## config.mk

```make
export PLATFORM = sky130hd
export DESIGN_NAME = snd_ch1_regs
export DESIGN_NICKNAME = d
export VERILOG_FILES = /design/src/rtl/snd_pkg.sv /design/src/rtl/bus_wr_sync.sv /design/src/rtl/snd_ch1_regs.sv
export SDC_FILE = /design/constraint.sdc
export NUM_CORES = 1
export LEC_CHECK = 0
export BUFFER_PORTS_ARGS = -buffer_cell sky130_fd_sc_hd__buf_2
export CELL_PAD_IN_SITES_DETAIL_PLACEMENT = 0
export CELL_PAD_IN_SITES_GLOBAL_PLACEMENT = 1
export CORE_MARGIN = 2
export CORE_UTILIZATION = 23
export DETAILED_ROUTE_END_ITERATION = 10
export HOLD_SLACK_MARGIN = 0.08
export PLACE_DENSITY = 0.53
export SYNTH_ARGS = -nofsm -noshare
export SYNTH_HDL_FRONTEND = slang
export SYNTH_HIERARCHICAL = 1
export SYNTH_SLANG_ARGS = --single-unit
```

## constraint.sdc

```tcl
create_clock -name clk_8m -period 3.8 [get_ports clk_8m]
set_input_delay 0.95 -clock clk_8m [delete_from_list [all_inputs] [get_ports clk_8m]]
set_output_delay 0.95 -clock clk_8m [all_outputs]
set_load 0.05 [all_outputs]
```

## src/rtl/snd_pkg.sv

```systemverilog
// Shared constants and bus payload type for the sound channel-1 register front end.
// Length-counter logic in the users of this package is built only when SND_LENGTH_EN is defined.
package snd_pkg;

  localparam logic [15:0] NR10_ADDR = 16'hFF10;
  localparam logic [15:0] NR11_ADDR = 16'hFF11;
  localparam logic [15:0] NR12_ADDR = 16'hFF12;
  localparam logic [15:0] NR13_ADDR = 16'hFF13;
  localparam logic [15:0] NR14_ADDR = 16'hFF14;
  localparam logic [15:0] NR52_ADDR = 16'hFF26;

  localparam int unsigned ADDR_W          = 16;
  localparam int unsigned DATA_W          = 8;
  localparam int unsigned FREQ_W          = 11;
  localparam int unsigned LEN_W           = 7;
  localparam int unsigned LEN_MAX         = 64;
  localparam int unsigned LEN_DIV_DEFAULT = 31250;

  typedef struct packed {
    logic [ADDR_W-1:0] addr;
    logic [DATA_W-1:0] data;
  } wr_bus_t;

  // NR11[5:0] holds the remaining length as 64 minus the written value (1..64).
  function automatic logic [LEN_W-1:0] nr11_len(input logic [5:0] d);
    return LEN_W'(LEN_MAX) - LEN_W'(d);
  endfunction

endpackage

```

## src/rtl/bus_wr_sync.sv

```systemverilog
// Synchronises the asynchronous CPU write strobe, holds address/data while it is low,
// and flags a one-cycle commit on the strobe's rising edge.
module bus_wr_sync
  import snd_pkg::*;
#(
  parameter int unsigned SYNC_STAGES = 2
) (
  input  logic              clk_8m,
  input  logic              rst,
  input  logic [ADDR_W-1:0] i_cpu_addr,
  input  logic [DATA_W-1:0] i_cpu_data,
  input  logic              i_cpu_wr_n,
  output logic              o_commit_c,
  output logic [ADDR_W-1:0] o_c_addr,
  output logic [DATA_W-1:0] o_c_data
);

  if (SYNC_STAGES < 2) begin : g_sync_chk
    $error("bus_wr_sync: SYNC_STAGES must be at least 2");
  end

  logic [SYNC_STAGES-1:0] r_sync;
  logic                   r_hist;
  wr_bus_t                r_hold;

  // Sync chain and history idle high so reset never fabricates a rising edge.
  always_ff @(posedge clk_8m) begin
    if (rst) begin
      r_sync <= '1;
      r_hist <= 1'b1;
      r_hold <= '0;
    end else begin
      r_sync <= {r_sync[SYNC_STAGES-2:0], i_cpu_wr_n};
      r_hist <= r_sync[SYNC_STAGES-1];
      if (!r_sync[0]) begin
        r_hold <= '{addr: i_cpu_addr, data: i_cpu_data};
      end
    end
  end

  assign o_commit_c = r_sync[SYNC_STAGES-1] & ~r_hist;
  assign o_c_addr   = r_hold.addr;
  assign o_c_data   = r_hold.data;

endmodule

```

## src/rtl/snd_ch1_regs.sv

```systemverilog
// NR10-NR14 / NR52 register file for sound channel 1, fed by snooped CPU writes.
// Define SND_LENGTH_EN to build the length counter and its 256 Hz divider.
module snd_ch1_regs
  import snd_pkg::*;
#(
  parameter int unsigned LEN_DIV     = LEN_DIV_DEFAULT,
  parameter int unsigned SYNC_STAGES = 2
) (
  input  logic              clk_8m,
  input  logic              rst,
  input  logic [ADDR_W-1:0] cpu_addr,
  input  logic [DATA_W-1:0] cpu_data,
  input  logic              cpu_wr_n,
  output logic [FREQ_W-1:0] freq,
  output logic              start_sound,
  output logic [3:0]        env_init,
  output logic              env_dir,
  output logic [2:0]        env_period,
  output logic [1:0]        duty,
  output logic [6:0]        sweep,
  output logic              ch1_on,
  output logic              snd_power
);

  if (LEN_DIV < 1) begin : g_div_chk
    $error("snd_ch1_regs: LEN_DIV must be at least 1");
  end

  logic              w_commit;
  logic [ADDR_W-1:0] w_c_addr;
  logic [DATA_W-1:0] w_c_data;

  bus_wr_sync #(
    .SYNC_STAGES (SYNC_STAGES)
  ) u_bus_wr_sync (
    .clk_8m     (clk_8m),
    .rst        (rst),
    .i_cpu_addr (cpu_addr),
    .i_cpu_data (cpu_data),
    .i_cpu_wr_n (cpu_wr_n),
    .o_commit_c (w_commit),
    .o_c_addr   (w_c_addr),
    .o_c_data   (w_c_data)
  );

  logic [6:0]        r_sweep,  w_sweep_nx;
  logic [1:0]        r_duty,   w_duty_nx;
  logic [7:0]        r_nr12,   w_nr12_nx;
  logic [FREQ_W-1:0] r_freq,   w_freq_nx;
  logic              r_start,  w_start_nx;
  logic              r_on,     w_on_nx;
  logic              r_power,  w_power_nx;

`ifdef SND_LENGTH_EN
  localparam int unsigned DIV_W = (LEN_DIV > 1) ? $clog2(LEN_DIV) : 1;

  logic [LEN_W-1:0] r_len, w_len_nx;
  logic             r_len_en, w_len_en_nx;
  logic [DIV_W-1:0] r_div, w_div_nx;
  logic             w_tick;

  assign w_tick = (r_div == '0);
`endif

  // Length tick first, then the committed write, so a write always overrides the tick.
  always_comb begin
    w_sweep_nx = r_sweep;
    w_duty_nx  = r_duty;
    w_nr12_nx  = r_nr12;
    w_freq_nx  = r_freq;
    w_start_nx = 1'b0;
    w_on_nx    = r_on;
    w_power_nx = r_power;
`ifdef SND_LENGTH_EN
    w_len_nx    = r_len;
    w_len_en_nx = r_len_en;
    w_div_nx    = w_tick ? DIV_W'(LEN_DIV - 1) : r_div - DIV_W'(1);
    if (w_tick && r_len_en && (r_len != '0)) begin
      w_len_nx = r_len - LEN_W'(1);
      if (r_len == LEN_W'(1)) begin
        w_on_nx = 1'b0;
      end
    end
`endif
    if (w_commit) begin
      case (w_c_addr)
        NR10_ADDR: if (r_power) w_sweep_nx = w_c_data[6:0];
        NR11_ADDR: if (r_power) begin
          w_duty_nx = w_c_data[7:6];
`ifdef SND_LENGTH_EN
          w_len_nx  = nr11_len(w_c_data[5:0]);
`endif
        end
        NR12_ADDR: if (r_power) w_nr12_nx = w_c_data;
        NR13_ADDR: if (r_power) w_freq_nx[7:0] = w_c_data;
        NR14_ADDR: if (r_power) begin
          w_freq_nx[10:8] = w_c_data[2:0];
`ifdef SND_LENGTH_EN
          w_len_en_nx = w_c_data[6];
`endif
          if (w_c_data[7]) begin
            w_on_nx    = 1'b1;
            w_start_nx = 1'b1;
`ifdef SND_LENGTH_EN
            if (w_len_nx == '0) begin
              w_len_nx = LEN_W'(LEN_MAX);
            end
`endif
          end
        end
        NR52_ADDR: begin
          w_power_nx = w_c_data[7];
          if (!w_c_data[7]) begin
            w_sweep_nx = '0;
            w_duty_nx  = '0;
            w_nr12_nx  = '0;
            w_freq_nx  = '0;
            w_on_nx    = 1'b0;
`ifdef SND_LENGTH_EN
            w_len_nx    = '0;
            w_len_en_nx = 1'b0;
`endif
          end
        end
        default: ;
      endcase
    end
  end

  always_ff @(posedge clk_8m) begin
    if (rst) begin
      r_sweep  <= '0;
      r_duty   <= '0;
      r_nr12   <= '0;
      r_freq   <= '0;
      r_start  <= 1'b0;
      r_on     <= 1'b0;
      r_power  <= 1'b0;
`ifdef SND_LENGTH_EN
      r_len    <= '0;
      r_len_en <= 1'b0;
      r_div    <= '0;
`endif
    end else begin
      r_sweep  <= w_sweep_nx;
      r_duty   <= w_duty_nx;
      r_nr12   <= w_nr12_nx;
      r_freq   <= w_freq_nx;
      r_start  <= w_start_nx;
      r_on     <= w_on_nx;
      r_power  <= w_power_nx;
`ifdef SND_LENGTH_EN
      r_len    <= w_len_nx;
      r_len_en <= w_len_en_nx;
      r_div    <= w_div_nx;
`endif
    end
  end

  assign freq        = r_freq;
  assign start_sound = r_start;
  assign env_init    = r_nr12[7:4];
  assign env_dir     = r_nr12[3];
  assign env_period  = r_nr12[2:0];
  assign duty        = r_duty;
  assign sweep       = r_sweep;
  assign ch1_on      = r_on;
  assign snd_power   = r_power;

endmodule
```

After elaboration in Yosys (flattened, before gate mapping)

Cells that the tools add are included.
Widths: inputs -> output; s select.

Equal/unequal tests: 13
Muxes and demuxes: 18
Bitwise gates (word level): 5
Reductions and logical operators: 13

Operators with widths:

| operator             | number |
|---|---|
| $eq 16x16->1 const B | 6 |
| $pmux 8 s2           | 2 |
| $reduce_and 4->1     | 5 |
| $mux 8               | 2 |
| $mux 7               | 2 |
| $pmux 7 s2           | 1 |
| $ne 2x2->1 const B   | 6 |
| $mux 11              | 1 |
| $reduce_bool 2->1    | 5 |
| $pmux 3 s2           | 1 |
| $reduce_and 5->1     | 1 |
| $mux 1               | 4 |
| $mux 2               | 2 |
| $not 1->1            | 4 |
| $pmux 2 s2           | 1 |
| $reduce_or 4->1      | 1 |
| $mux 3               | 1 |
| $ne 2x1->1 const B   | 1 |
| $pmux 1 s2           | 1 |
| $reduce_and 2->1     | 1 |
| $and 1x1->1          | 1 |

Register bits after elaboration: 58
Output and inout bits: 31

Logic depth before layout (Yosys ltp)

Depth after elaboration: 4
Mapped depth: 8

Cells and area by module

Netlist, hierarchy kept.

By module, submodules not included:

| module       | times used | cells an instance | area an instance (um^2) |
|---|---|---|---|
| snd_ch1_regs | 1          | 145               | 1342.5 |
| bus_wr_sync  | 1          | 85                | 962.2 |

Worst setup path after synthesis

No wires, ideal clock.

Path kind: reg-to-reg
Start: register r_power (netlist: snd_power)
End: register r_freq[0] (netlist: freq[0])
Data arrival time: 1.691 ns
Required time: 3.683 ns
Slack: 1.992 ns
Cell stages (with the launch flop): 7
Path buffers: 1
Clock period less this slack: 1.808 ns
Cells stage by stage: dfxtp_1 > and4bb_2 > and3_1 > and3_1 > nor2b_1 > buf_6 > a22o_1

Longest elaborated chain between the ends: 2

Ends and longest elaborated chain:

| item                       | line                | text |
|---|---|---|
| start, declared            | snd_ch1_regs.sv:52  | `logic r_power, w_power_nx;` |
| start signal, assigned     | snd_ch1_regs.sv:151 | `r_power <= w_power_nx;` |
| $ne 2x2->1 (no line)       | n/a                 |  |
| $reduce_and 4->1 (no line) | n/a                 |  |
| end signal, assigned       | snd_ch1_regs.sv:148 | `r_freq <= w_freq_nx;` |
| end, declared              | snd_ch1_regs.sv:49  | `logic [FREQ_W-1:0] r_freq, w_freq_nx;` |

No other way between the ends.
A chain may end at the register's enable or synchronous reset.

Worst setup path after layout

Start: register u_bus_wr_sync.r_hold (netlist bit u_bus_wr_sync/o_c_addr[10])
End: register r_nr12[6]

Longest elaborated chain between the ends: 3

Ends and longest elaborated chain:

| item                                                      | line                | text |
|---|---|---|
| start, declared                                           | bus_wr_sync.sv:24   | `wr_bus_t r_hold;` |
| start signal, assigned                                    | bus_wr_sync.sv:36   | `r_hold <= '{addr: i_cpu_addr, data: i_cpu_data};` |
| $eq 16x16->1                                              | snd_ch1_regs.sv:86  | `case (w_c_addr)` |
| $ne 2x2->1 (no line) or $reduce_bool 2->1 (tied branches) | n/a                 |  |
| $reduce_and 4->1 (no line)                                | n/a                 |  |
| end signal, assigned                                      | snd_ch1_regs.sv:147 | `r_nr12 <= w_nr12_nx;` |
| end, declared                                             | snd_ch1_regs.sv:48  | `logic [7:0] r_nr12, w_nr12_nx;` |

Several ways; a longest one is shown, not always the timed one.

==> flow_summary.yaml <==
cts:
  cts.sink_count: 58
  ctsResizeCount: 0
  cts_tree: "built"
  cts_buffers: 9
  htree_levels: 3
  cts_buffer_depth: 2
  clkTransAtPathRegs_ps: 70
  cts_hold_buf: 0
  post_cts.repair.setup_buffers: 0
  clockRootBuffer: "clkbuf_8"
  clock_latency_ps: 330
yosys:
  ys_seq_area_share_pct: 50.4
  synth_edf_count: 0
  synth_cell_type_count: 37
  avgSynthCellArea_um2: 10.0
  yosysWarnings: 6
  synth_seq_cells: 58
  async_flop_share_pct: 0
  synth_area_mm2: 0.00230
  synth_top_area_cell: "dfxtp_1"
  syn_nets: 257
  ys.flop_type: "dfxtp_1"
  synthTopCellsByArea: "dfxtp_1, mux2i_1, nand2_1"
  netlist_instances: 230
  yosysTopAreaCellShare_pct: 50.4
final_layout:
  fin_area_mm2: 0.00289
  final_cell_mix: "dfxtp_1, buf_2, mux2i_1, nand2_1, nor2_1"
  nets: 314
  final.fill_count: 1067
  final_common_cell: "dfxtp_1"
  drive_gt1_share_pct: 28.4
  utilization_pct: 29.7
  area_delta_synth_final_pct: 25.4
  antennaDiodeCount: 0
global_routing:
  grt.total_usage_pct: 11.4
  grt_max_degree: 43
  antenna_found_initial: 0
  grt_pass1_vias: 1872
  grt_pass1_wl_mm: 9.67
  grt_overflow: 0
timing:
  rsz0062_at_grt: "no"
  worst_slew_pin_slew_ps: 914
  fin_crit_sh_pct: 59.5
  post-route-min-period_ps: 2260
  timing_hold_violations_final: 0
  max_freq_mhz: 442
  slew_violations: 0
  finalSetupViolations: 0
  relSlewSlack_pct: 38.5
  setup_tns_ps: 0
  finalClockSkew_ps: 6.43
critical_path:
  r2r_end: "r_nr12[6]$_SDFFE_PP0P_"
  worstSetupPathType: "reg -> reg"
  worst_ep_required_time_ps: 4000
  crit_slowest_cell: "nor4_2"
  arrival_ps: 2470
  crit_family: "simple AND/OR/NAND/NOR gates"
  r2r-start: "u_bus_wr_sync/o_c_addr[10]$_SDFFE_PP0N_"
  cp_max_fo: 11
  r2r_cells: 5
  cp_slowest_stage_delay_ps: 770
  worstSetupEndpointType: "register"
  rrSetupSlack_ps: 1540
  path_buf_inv: 0
  crit_path_start_kind: "register"
  crit_path_cell_trace: "nand4b_4 > nor4_2 > nand4_1 > nand3_1 > o21ai_0"
placement:
  hpwlAfterDp_mm: 4.04
  io_buffers: 57
  gp_routability_congestion: 0.746
  place_area_mm2: 0.00266
floorplan:
  fp.dieW_um: 104
  fp.dieH_um: 104
  initial_core_util_pct: 23.7
  row_count: 36
  io_pins: 58
  coreArea_mm2: 0.00973
  die_area_mm2: 0.0108
hold_path:
  hp-class: "reg -> reg"
  min_path_cells: 1
  min_to: "u_bus_wr_sync/r_hist$_SDFF_PP1_"
  min-delay-start: "u_bus_wr_sync/r_sync[1]$_SDFF_PP1_"
power:
  leakage_nw: 1.32
  p_per_area_mw_per_mm2: 464
  ir_drop_mv: 0.134
  power_mw: 1.34
detailed_routing:
  via_per_inst: 4.19
  drt_first_pass_iters: 4
  drc: 0
  drt-total-wl_mm: 5.71
  wire_per_inst_um: 13.4
  drt_iter0_drc: 54
  via_count: 1780
  antenna_left: 0
run_status:
  status: "completed"
job:
  max-cap-violations: 0
## cell type report
class / instances / area [µm²] / share of cell area [%]
clock buffer: 12 / 155 / 5.37
timing repair buffer: 58 / 293 / 10.1
clock inverter: 4 / 73.8 / 2.55
tap: 133 / 166 / 5.76
sequential: 58 / 1160 / 40.2
multi-input combinational: 157 / 1030 / 35.6
inverter: 3 / 11.3 / 0.390
## sequential cells by signal, indices dropped and copies added (netlist names)
signal and count:
ch1_on 1, duty 2, freq 11, r_nr12 8, snd_power 1, start_sound 1
sweep 7, u_bus_wr_sync/o_c_addr 16, u_bus_wr_sync/o_c_data 8, u_bus_wr_sync/r_hist 1, u_bus_wr_sync/r_sync 2
## routing by layer
metal  track usage, %  vias up  part of all wire (%)
met5                0        -                     0
met4             6.08        0                   1.9
met3             3.38       10                   4.0
met2             16.8       39                    44
met1             15.0      812                    50
li1                 -      919                     -
## report_power, final
part | total, mW | leakage (nW) | internal [mW] | switching, mW
registers | 0.637 | 0.471 | 0.622 | 0.0147
logic | 0.0603 | 0.729 | 0.0283 | 0.0320
clock network | 0.645 | 0.117 | 0.405 | 0.240
total | 1.34 | 1.32 | 1.06 | 0.286
## stage by stage
step	setup slack (ps)	instances	hold WS, ps
finish	1540	425	432
global placement	1370	409	415
CTS	1520	425	438
detailed placement	1380	409	421
floorplan	1990	230	409
global route	1290	425	452
## Yosys cell counts, types with 2 or more instances
library cell	instances
clkbuf_1	2
nand2_1	29
a21oi_1	12
nor2_1	27
nand4_1	3
inv_1	2
buf_12	2
nand3_1	11
buf_6	2
dfxtp_1	58
and3_1	4
or2_2	2
a31oi_1	3
and4_1	3
nor3_1	2
buf_2	5
mux2i_1	34
a22o_1	6
o21ai_0	3
nor2b_1	3
## kinds of logic after synthesis
| family | count (synthesis) | synth area share, % |
|---|---|---|
| compound gates | 28 | 8.09 |
| buf+inv | 15 | 4.94 |
| mux | 34 | 14.8 |
| flops | 58 | 50.4 |
| simple gates | 95 | 21.8 |
## worst max-delay path by stage
stage                                            startpoint  cells after the start                     end  slack, ps
floorplan                            snd_power$_SDFFE_PP0P_                      6    freq[0]$_SDFFE_PP0P_       1990
global placement                                        rst                      4    freq[4]$_SDFFE_PP0P_       1370
detailed placement                                      rst                      4    freq[5]$_SDFFE_PP0P_       1380
CTS                 u_bus_wr_sync/o_c_addr[10]$_SDFFE_PP0N_                      5  r_nr12[6]$_SDFFE_PP0P_       1520
global route         u_bus_wr_sync/o_c_addr[9]$_SDFFE_PP0N_                      5  r_nr12[0]$_SDFFE_PP0P_       1290
finish              u_bus_wr_sync/o_c_addr[10]$_SDFFE_PP0N_                      5  r_nr12[6]$_SDFFE_PP0P_       1540
(Power assumes the default switching activity.)
